<file path="src/rtl/operand_fetch.sv">
// operand_fetch: issue stage between decode and the register file read ports.
// It latches one instruction's source pair, reads the register file for one
// cycle and captures the read data. Writeback traffic that the read-before-write
// register file cannot show is forwarded. The operands and tag then go to
// execute over a valid/ready handshake, and they keep tracking writes while held.
module operand_fetch #(
    parameter int NUM_REGS = 32,
    parameter int ADDR_W   = $clog2(NUM_REGS),
    parameter int DATA_W   = 64,
    parameter int TAG_W    = 8
) (
    input  logic              clk,
    input  logic              reset_n,
    input  logic              in_valid,
    output logic              in_ready,
    input  logic [ADDR_W-1:0] in_rs0,
    input  logic [ADDR_W-1:0] in_rs1,
    input  logic [1:0]        in_use,
    input  logic [TAG_W-1:0]  in_tag,
    output logic [1:0]        rf_read_en,
    output logic [ADDR_W-1:0] rf_raddr_0,
    output logic [ADDR_W-1:0] rf_raddr_1,
    input  logic [DATA_W-1:0] rf_rdata_0,
    input  logic [DATA_W-1:0] rf_rdata_1,
    input  logic              wb_en,
    input  logic [ADDR_W-1:0] wb_addr,
    input  logic [DATA_W-1:0] wb_data,
    output logic              out_valid,
    input  logic              out_ready,
    output logic [DATA_W-1:0] out_op0,
    output logic [DATA_W-1:0] out_op1,
    output logic [TAG_W-1:0]  out_tag
);

    typedef enum logic [1:0] {
        ST_IDLE = 2'd0,
        ST_READ = 2'd1,
        ST_CAPT = 2'd2,
        ST_HOLD = 2'd3
    } state_t;

    state_t state_q, state_d;

    // Latched instruction. The read addresses double as the latched source registers.
    logic [ADDR_W-1:0] raddr0_q, raddr0_d;
    logic [ADDR_W-1:0] raddr1_q, raddr1_d;
    logic [1:0]        use_q,    use_d;
    logic [TAG_W-1:0]  tag_q,    tag_d;
    logic [1:0]        rd_en_q,  rd_en_d;

    // Writes seen during READ, which the register file will not return.
    logic              fwd0_q,      fwd0_d;
    logic              fwd1_q,      fwd1_d;
    logic [DATA_W-1:0] fwd_data0_q, fwd_data0_d;
    logic [DATA_W-1:0] fwd_data1_q, fwd_data1_d;

    // Presented operands.
    logic              out_valid_q, out_valid_d;
    logic [DATA_W-1:0] op0_q,       op0_d;
    logic [DATA_W-1:0] op1_q,       op1_d;
    logic [TAG_W-1:0]  out_tag_q,   out_tag_d;

    logic in_ready_s;
    logic accept_s;
    logic wb_hit0_s;
    logic wb_hit1_s;

    // Capture-cycle operand choice: a write in this cycle beats an earlier
    // forwarded write, which beats the register file data.
    function automatic logic [DATA_W-1:0] capt_sel(
        input logic              used,
        input logic              hit,
        input logic [DATA_W-1:0] wdata,
        input logic              fwd,
        input logic [DATA_W-1:0] fdata,
        input logic [DATA_W-1:0] rdata
    );
        logic [DATA_W-1:0] res;
        if (!used) begin
            res = '0;
        end else if (hit) begin
            res = wdata;
        end else if (fwd) begin
            res = fdata;
        end else begin
            res = rdata;
        end
        return res;
    endfunction

    assign in_ready_s = (state_q == ST_IDLE) | ((state_q == ST_HOLD) & out_ready);
    assign accept_s   = in_valid & in_ready_s;
    assign wb_hit0_s  = wb_en & (wb_addr == raddr0_q) & use_q[0];
    assign wb_hit1_s  = wb_en & (wb_addr == raddr1_q) & use_q[1];

    // Next-state logic for the issue FSM.
    always_comb begin
        state_d = state_q;
        case (state_q)
            ST_IDLE: begin
                if (in_valid) begin
                    state_d = ST_READ;
                end else begin
                    state_d = ST_IDLE;
                end
            end
            ST_READ: state_d = ST_CAPT;
            ST_CAPT: state_d = ST_HOLD;
            ST_HOLD: begin
                if (out_ready) begin
                    if (in_valid) begin
                        state_d = ST_READ;
                    end else begin
                        state_d = ST_IDLE;
                    end
                end else begin
                    state_d = ST_HOLD;
                end
            end
            default: state_d = ST_IDLE;
        endcase
    end

    // Next-state logic for the latched instruction, forwarding and output registers.
    always_comb begin
        raddr0_d    = raddr0_q;
        raddr1_d    = raddr1_q;
        use_d       = use_q;
        tag_d       = tag_q;
        rd_en_d     = 2'b00;
        fwd0_d      = fwd0_q;
        fwd1_d      = fwd1_q;
        fwd_data0_d = fwd_data0_q;
        fwd_data1_d = fwd_data1_q;
        op0_d       = op0_q;
        op1_d       = op1_q;
        out_tag_d   = out_tag_q;

        // The accept edge enters READ, so the read enables are live exactly during READ.
        if (accept_s) begin
            raddr0_d = in_rs0;
            raddr1_d = in_rs1;
            use_d    = in_use;
            tag_d    = in_tag;
            rd_en_d  = in_use;
            fwd0_d   = 1'b0;
            fwd1_d   = 1'b0;
        end else begin
            rd_en_d  = 2'b00;
        end

        case (state_q)
            ST_READ: begin
                if (wb_hit0_s) begin
                    fwd0_d      = 1'b1;
                    fwd_data0_d = wb_data;
                end else begin
                    fwd0_d      = fwd0_q;
                end
                if (wb_hit1_s) begin
                    fwd1_d      = 1'b1;
                    fwd_data1_d = wb_data;
                end else begin
                    fwd1_d      = fwd1_q;
                end
            end
            ST_CAPT: begin
                op0_d     = capt_sel(use_q[0], wb_hit0_s, wb_data, fwd0_q, fwd_data0_q, rf_rdata_0);
                op1_d     = capt_sel(use_q[1], wb_hit1_s, wb_data, fwd1_q, fwd_data1_q, rf_rdata_1);
                out_tag_d = tag_q;
            end
            ST_HOLD: begin
                // Track writes while held. A write on the handoff edge belongs to nobody.
                if (!out_ready && wb_hit0_s) begin
                    op0_d = wb_data;
                end else begin
                    op0_d = op0_q;
                end
                if (!out_ready && wb_hit1_s) begin
                    op1_d = wb_data;
                end else begin
                    op1_d = op1_q;
                end
            end
            default: begin
                op0_d = op0_q;
                op1_d = op1_q;
            end
        endcase

        out_valid_d = (state_d == ST_HOLD);
    end

    // State and datapath registers; reset discards any in-flight instruction.
    always_ff @(posedge clk or negedge reset_n) begin
        if (!reset_n) begin
            state_q     <= ST_IDLE;
            raddr0_q    <= '0;
            raddr1_q    <= '0;
            use_q       <= 2'b00;
            tag_q       <= '0;
            rd_en_q     <= 2'b00;
            fwd0_q      <= 1'b0;
            fwd1_q      <= 1'b0;
            fwd_data0_q <= '0;
            fwd_data1_q <= '0;
            out_valid_q <= 1'b0;
            op0_q       <= '0;
            op1_q       <= '0;
            out_tag_q   <= '0;
        end else begin
            state_q     <= state_d;
            raddr0_q    <= raddr0_d;
            raddr1_q    <= raddr1_d;
            use_q       <= use_d;
            tag_q       <= tag_d;
            rd_en_q     <= rd_en_d;
            fwd0_q      <= fwd0_d;
            fwd1_q      <= fwd1_d;
            fwd_data0_q <= fwd_data0_d;
            fwd_data1_q <= fwd_data1_d;
            out_valid_q <= out_valid_d;
            op0_q       <= op0_d;
            op1_q       <= op1_d;
            out_tag_q   <= out_tag_d;
        end
    end

    assign in_ready   = in_ready_s;
    assign rf_read_en = rd_en_q;
    assign rf_raddr_0 = raddr0_q;
    assign rf_raddr_1 = raddr1_q;
    assign out_valid  = out_valid_q;
    assign out_op0    = op0_q;
    assign out_op1    = op1_q;
    assign out_tag    = out_tag_q;

endmodule

</file>
<file path="config.mk">
export PLATFORM = sky130hd
export DESIGN_NAME = operand_fetch
export DESIGN_NICKNAME = d
export VERILOG_FILES = /design/src/rtl/operand_fetch.sv
export SDC_FILE = /design/constraint.sdc
export NUM_CORES = 1
export LEC_CHECK = 0
export CAP_MARGIN = 20
export CORE_MARGIN = 2
export CORE_UTILIZATION = 32
export DETAILED_ROUTE_END_ITERATION = 12
export SETUP_SLACK_MARGIN = 0.5
export SLEW_MARGIN = 5
export SYNTH_ARGS = -nofsm -noshare
export SYNTH_HDL_FRONTEND = slang
export SYNTH_SLANG_ARGS = --single-unit
export TNS_END_PERCENT = 30
</file>
<file path="constraint.sdc">
create_clock -name clk -period 4.35 [get_ports clk]
set_input_delay 0.435 -clock clk [delete_from_list [all_inputs] [get_ports clk]]
set_output_delay 0.435 -clock clk [all_outputs]
set_load 0.01 [all_outputs]
</file>
==> flow_summary_export.csv <==
group,metric,value,unit
placement,dpl_cells,2253,
power,p_int,8.11,mW
global_routing,grt.met3_usage,6.04,%
die,die-area,47900,um^2
placement,numPortBuffers,371,
clock_network,setup_bufs_post_cts,0,
die,floorplan.initialDensity,32.5,%
die,io_pins,372,
logic_synthesis,ys_ff_latch,291,
power,power.share.combinational,43.5,%
clock_network,cts-buffers-inserted,35,
timing,setup-tns-final,0,ns
clock_network,post_cts_resize_count,0,
global_routing,initial_antenna_violation_count,5,
layout,finish.cell_count_without_fillers,2315,
power,clock_power_share,22.2,%
critical_path,end_kind,"output port",
drt,route.antenna.remaining_nets,0,
die,placementRows,78,
die,die_w,219,um
power,vdd_ir_drop_max,0.335,mV
global_routing,grtUsageMet1,30.3,%
clock_network,clk_transition_reported_paths,0.06,ns
critical_path,cp.required,3.91,ns
drt,wl,54500,um
clock_network,cts_htree_levels,2,
logic_synthesis,netlist-cell-type-count,34,
layout,final.fill_count,4333,
global_routing,first_global_vias,13000,
drt,via_per_inst,5.46,
logic_synthesis,synth.yosys.seq_area_share,49.3,%
global_routing,global_route.peak_usage_layer,"met2",
logic_synthesis,yosys_warnings,0,
critical_path,timing.reg2reg.setup_slack,1.17,ns
drt,drt_iter0_markers,835,
global_routing,global_route_wire_length_before_repair,82500,um
layout,most_common_library_cell_in_the_layout_ignoring_fill_and_taps,"sky130_fd_sc_hd__clkdlybuf4s50_1",
critical_path,arrival_worst_endpoint,2.79,ns
timing,max_slew_margin,22.6,%
clock_network,clock_sink_count,291,
global_routing,grtUsageMet2,35.3,%
run,cap_viol_max_count,0,
drt,remaining_drc_errors,0,
clock_network,clockRootBuffer,"sky130_fd_sc_hd__clkbuf_16",
timing,final-max-slew-violation-count,0,
clock_network,tritoncts,"done",
die,core-area,45500,um^2
critical_path,worst_setup_path_start_kind,"flop",
timing,finalClockSkew,0.0188,ns
drt,drt_pre_antenna_iters,6,
logic_synthesis,synth.area.top_cells,"sky130_fd_sc_hd__dfrtp_1, sky130_fd_sc_hd__mux2_2, sky130_fd_sc_hd__mux2i_1",
global_routing,globalRoute.totalOverflow,0,
clock_network,cts-root-to-sink-buffers,3,
min_path,timing.hold.worst.class,"in2async",
power,leakage,8.46,nW
placement,dp_hpwl,34700,um
logic_synthesis,post_synthesis_cell_type_with_the_largest_combined_area,"sky130_fd_sc_hd__dfrtp_1",
timing,hold_violations,0,
critical_path,path_max_fanout,36,
layout,final_net_count,1914,
timing,worstMarginPinSlew,1.16,ns
global_routing,groute.usage.overall,22.7,%
power,power_switching,5.02,mW
drt,routed-via-count,12600,
power,power_density,652,nW/um^2
die,die_h,219,um
timing,grt_setup_unrepaired,"no",
logic_synthesis,mappedNetlistArea,14800,um^2
timing,fin_crit,3.22,ns
timing,f_max,310,MHz
logic_synthesis,netlist.area_leader.share,49.3,%
logic_synthesis,syn-num-nets,1611,
drt,avgRoutedWirePerCell,23.5,um
critical_path,critical_path_class,"reg2out",
timing,finalSetupViolations,0,
layout,flow.area_growth_from_synthesis,36.4,%
placement,routabilityCongestion,0.791,
power,seqPwrFrac,34.3,%
logic_synthesis,postSynthCellCount,1389,
layout,most-common-layout-cells,"sky130_fd_sc_hd__clkdlybuf4s50_1, sky130_fd_sc_hd__dfrtp_1, sky130_fd_sc_hd__mux2_2, sky130_fd_sc_hd__nor2_1, sky130_fd_sc_hd__o21ai_0",
layout,layout-drive-gt1-share,17.6,%
outcome,status,"completed",
global_routing,pin_count_of_the_biggest_net_entering_global_routing,91,
logic_synthesis,syn-mean-instance-area,10.6,um^2
power,sw_frac_of_total,38.3,%
layout,final_util,44.3,%
timing,timing.final.crit_share,74.1,%
clock_network,clkLatencyLatePin,0.54,ns
-- cells in the mapped netlist, drive strengths merged --
cell    number
dfrtp      291
and2         1
mux2i       87
nand2b       1
a21o         2
or2          1
clkbuf      70
nor2       162
nand2       89
o41ai        1
o22a         1
o21ai      148
nand3        2
mux2       196
xor2         5
and3        61
nor4         1
buf         59
o32a        50
inv         16
a21oi       65
o31ai        1
or4          2
nor2b        3
a221oi      69
xnor2        5
-- through the flow --
step	total power [mW]	hold slack, ns	setup slack [ns]	cell area (um^2)
after floorplan	7.34	0.139	2.25	14800
after global placement	10.1	0.444	0.916	19000
after detailed placement	10.3	0.447	0.837	19000
after CTS	13.2	0.448	1.13	20100
after global routing	13.9	0.480	0.970	20100
final	13.1	0.459	1.13	20100
-- critical path: stages (launching register included) --
cell	delay, ns
sky130_fd_sc_hd__dfrtp_2	0.88
sky130_fd_sc_hd__nand2_1	0.24
sky130_fd_sc_hd__nand2_4	0.13
sky130_fd_sc_hd__inv_1	0.09
sky130_fd_sc_hd__nor2_1	0.27
sky130_fd_sc_hd__clkdlybuf4s50_1	0.64
-- sequential cells by signal, indices dropped and copies added (netlist names) --
register     cells
fwd0_q           1
fwd1_q           1
fwd_data0_q     64
fwd_data1_q     64
out_op0         64
out_op1         64
out_tag          8
out_valid        1
rf_raddr_0       5
rf_raddr_1       5
rf_read_en       2
state_q          2
tag_q            8
use_q            2
-- kinds of logic (layout without fill, tap and decap cells) --
family | count (synthesis) | after routing | synth area share [%]
buffers and inverters | 145 | 469 | 4.23
other | 0 | 2 | 0
xor gates and xnor gates | 10 | 10 | 0.593
DFF | 291 | 291 | 49.3
muxes | 283 | 283 | 20.9
and+or+nand+nor | 323 | 323 | 9.49
AOI/OAI and AO/OA | 337 | 337 | 15.5
-- per-layer routing --
layer  vias up  share of wire, %  wire length, um
li1       5651                 -                -
met1      6413                44            23700
met2       479                45            24500
met3        96               8.2             4460
met4         6               3.1             1710
met5         -             0.062               34
-- cell type report --
type	instances	area (um^2)	share of cell area, %
clock inverters	4	47.5	0.236
diodes	2	5.00	0.0249
multi-input cells	953	6940	34.5
inverters	16	60.1	0.298
clock buffers	54	1070	5.31
repair buffers	395	3970	19.7
well taps	600	751	3.73
flip-flops and latches	291	7300	36.2
-- repair_timing --
item	in CTS	in global routing
hold buffers	1	0
hold endpoints to repair	66	0
setup endpoints to repair	0	0
-- worst paths after layout --
| kind | start | end | cells past startpoint |
|---|---|---|---|
| worst max-delay path | state_q[0] | in_ready | 5 |
| worst min-delay path | reset_n | fwd0_q | 2 |
| worst max register to register | state_q[0] | out_op0[31] | 6 |
| worst min register to register | tag_q[7] | out_tag[7] | 2 |
| max in group asynchronous | reset_n | out_op1[4] | 3 |
| min in group clk | tag_q[7] | out_tag[7] | 2 |
-- power by group through the flow --
stage	Clock [mW]	Combinational [mW]	Sequential, mW
5_1_grt	3.11	6.18	4.65
2_1_floorplan	0	2.82	4.52
6_report	2.91	5.71	4.51
4_1_cts	2.99	5.74	4.51
3_3_place_gp	0	5.60	4.52
3_5_place_dp	0	5.71	4.55
No activity file was read; power rests on OpenSTA's default activity.
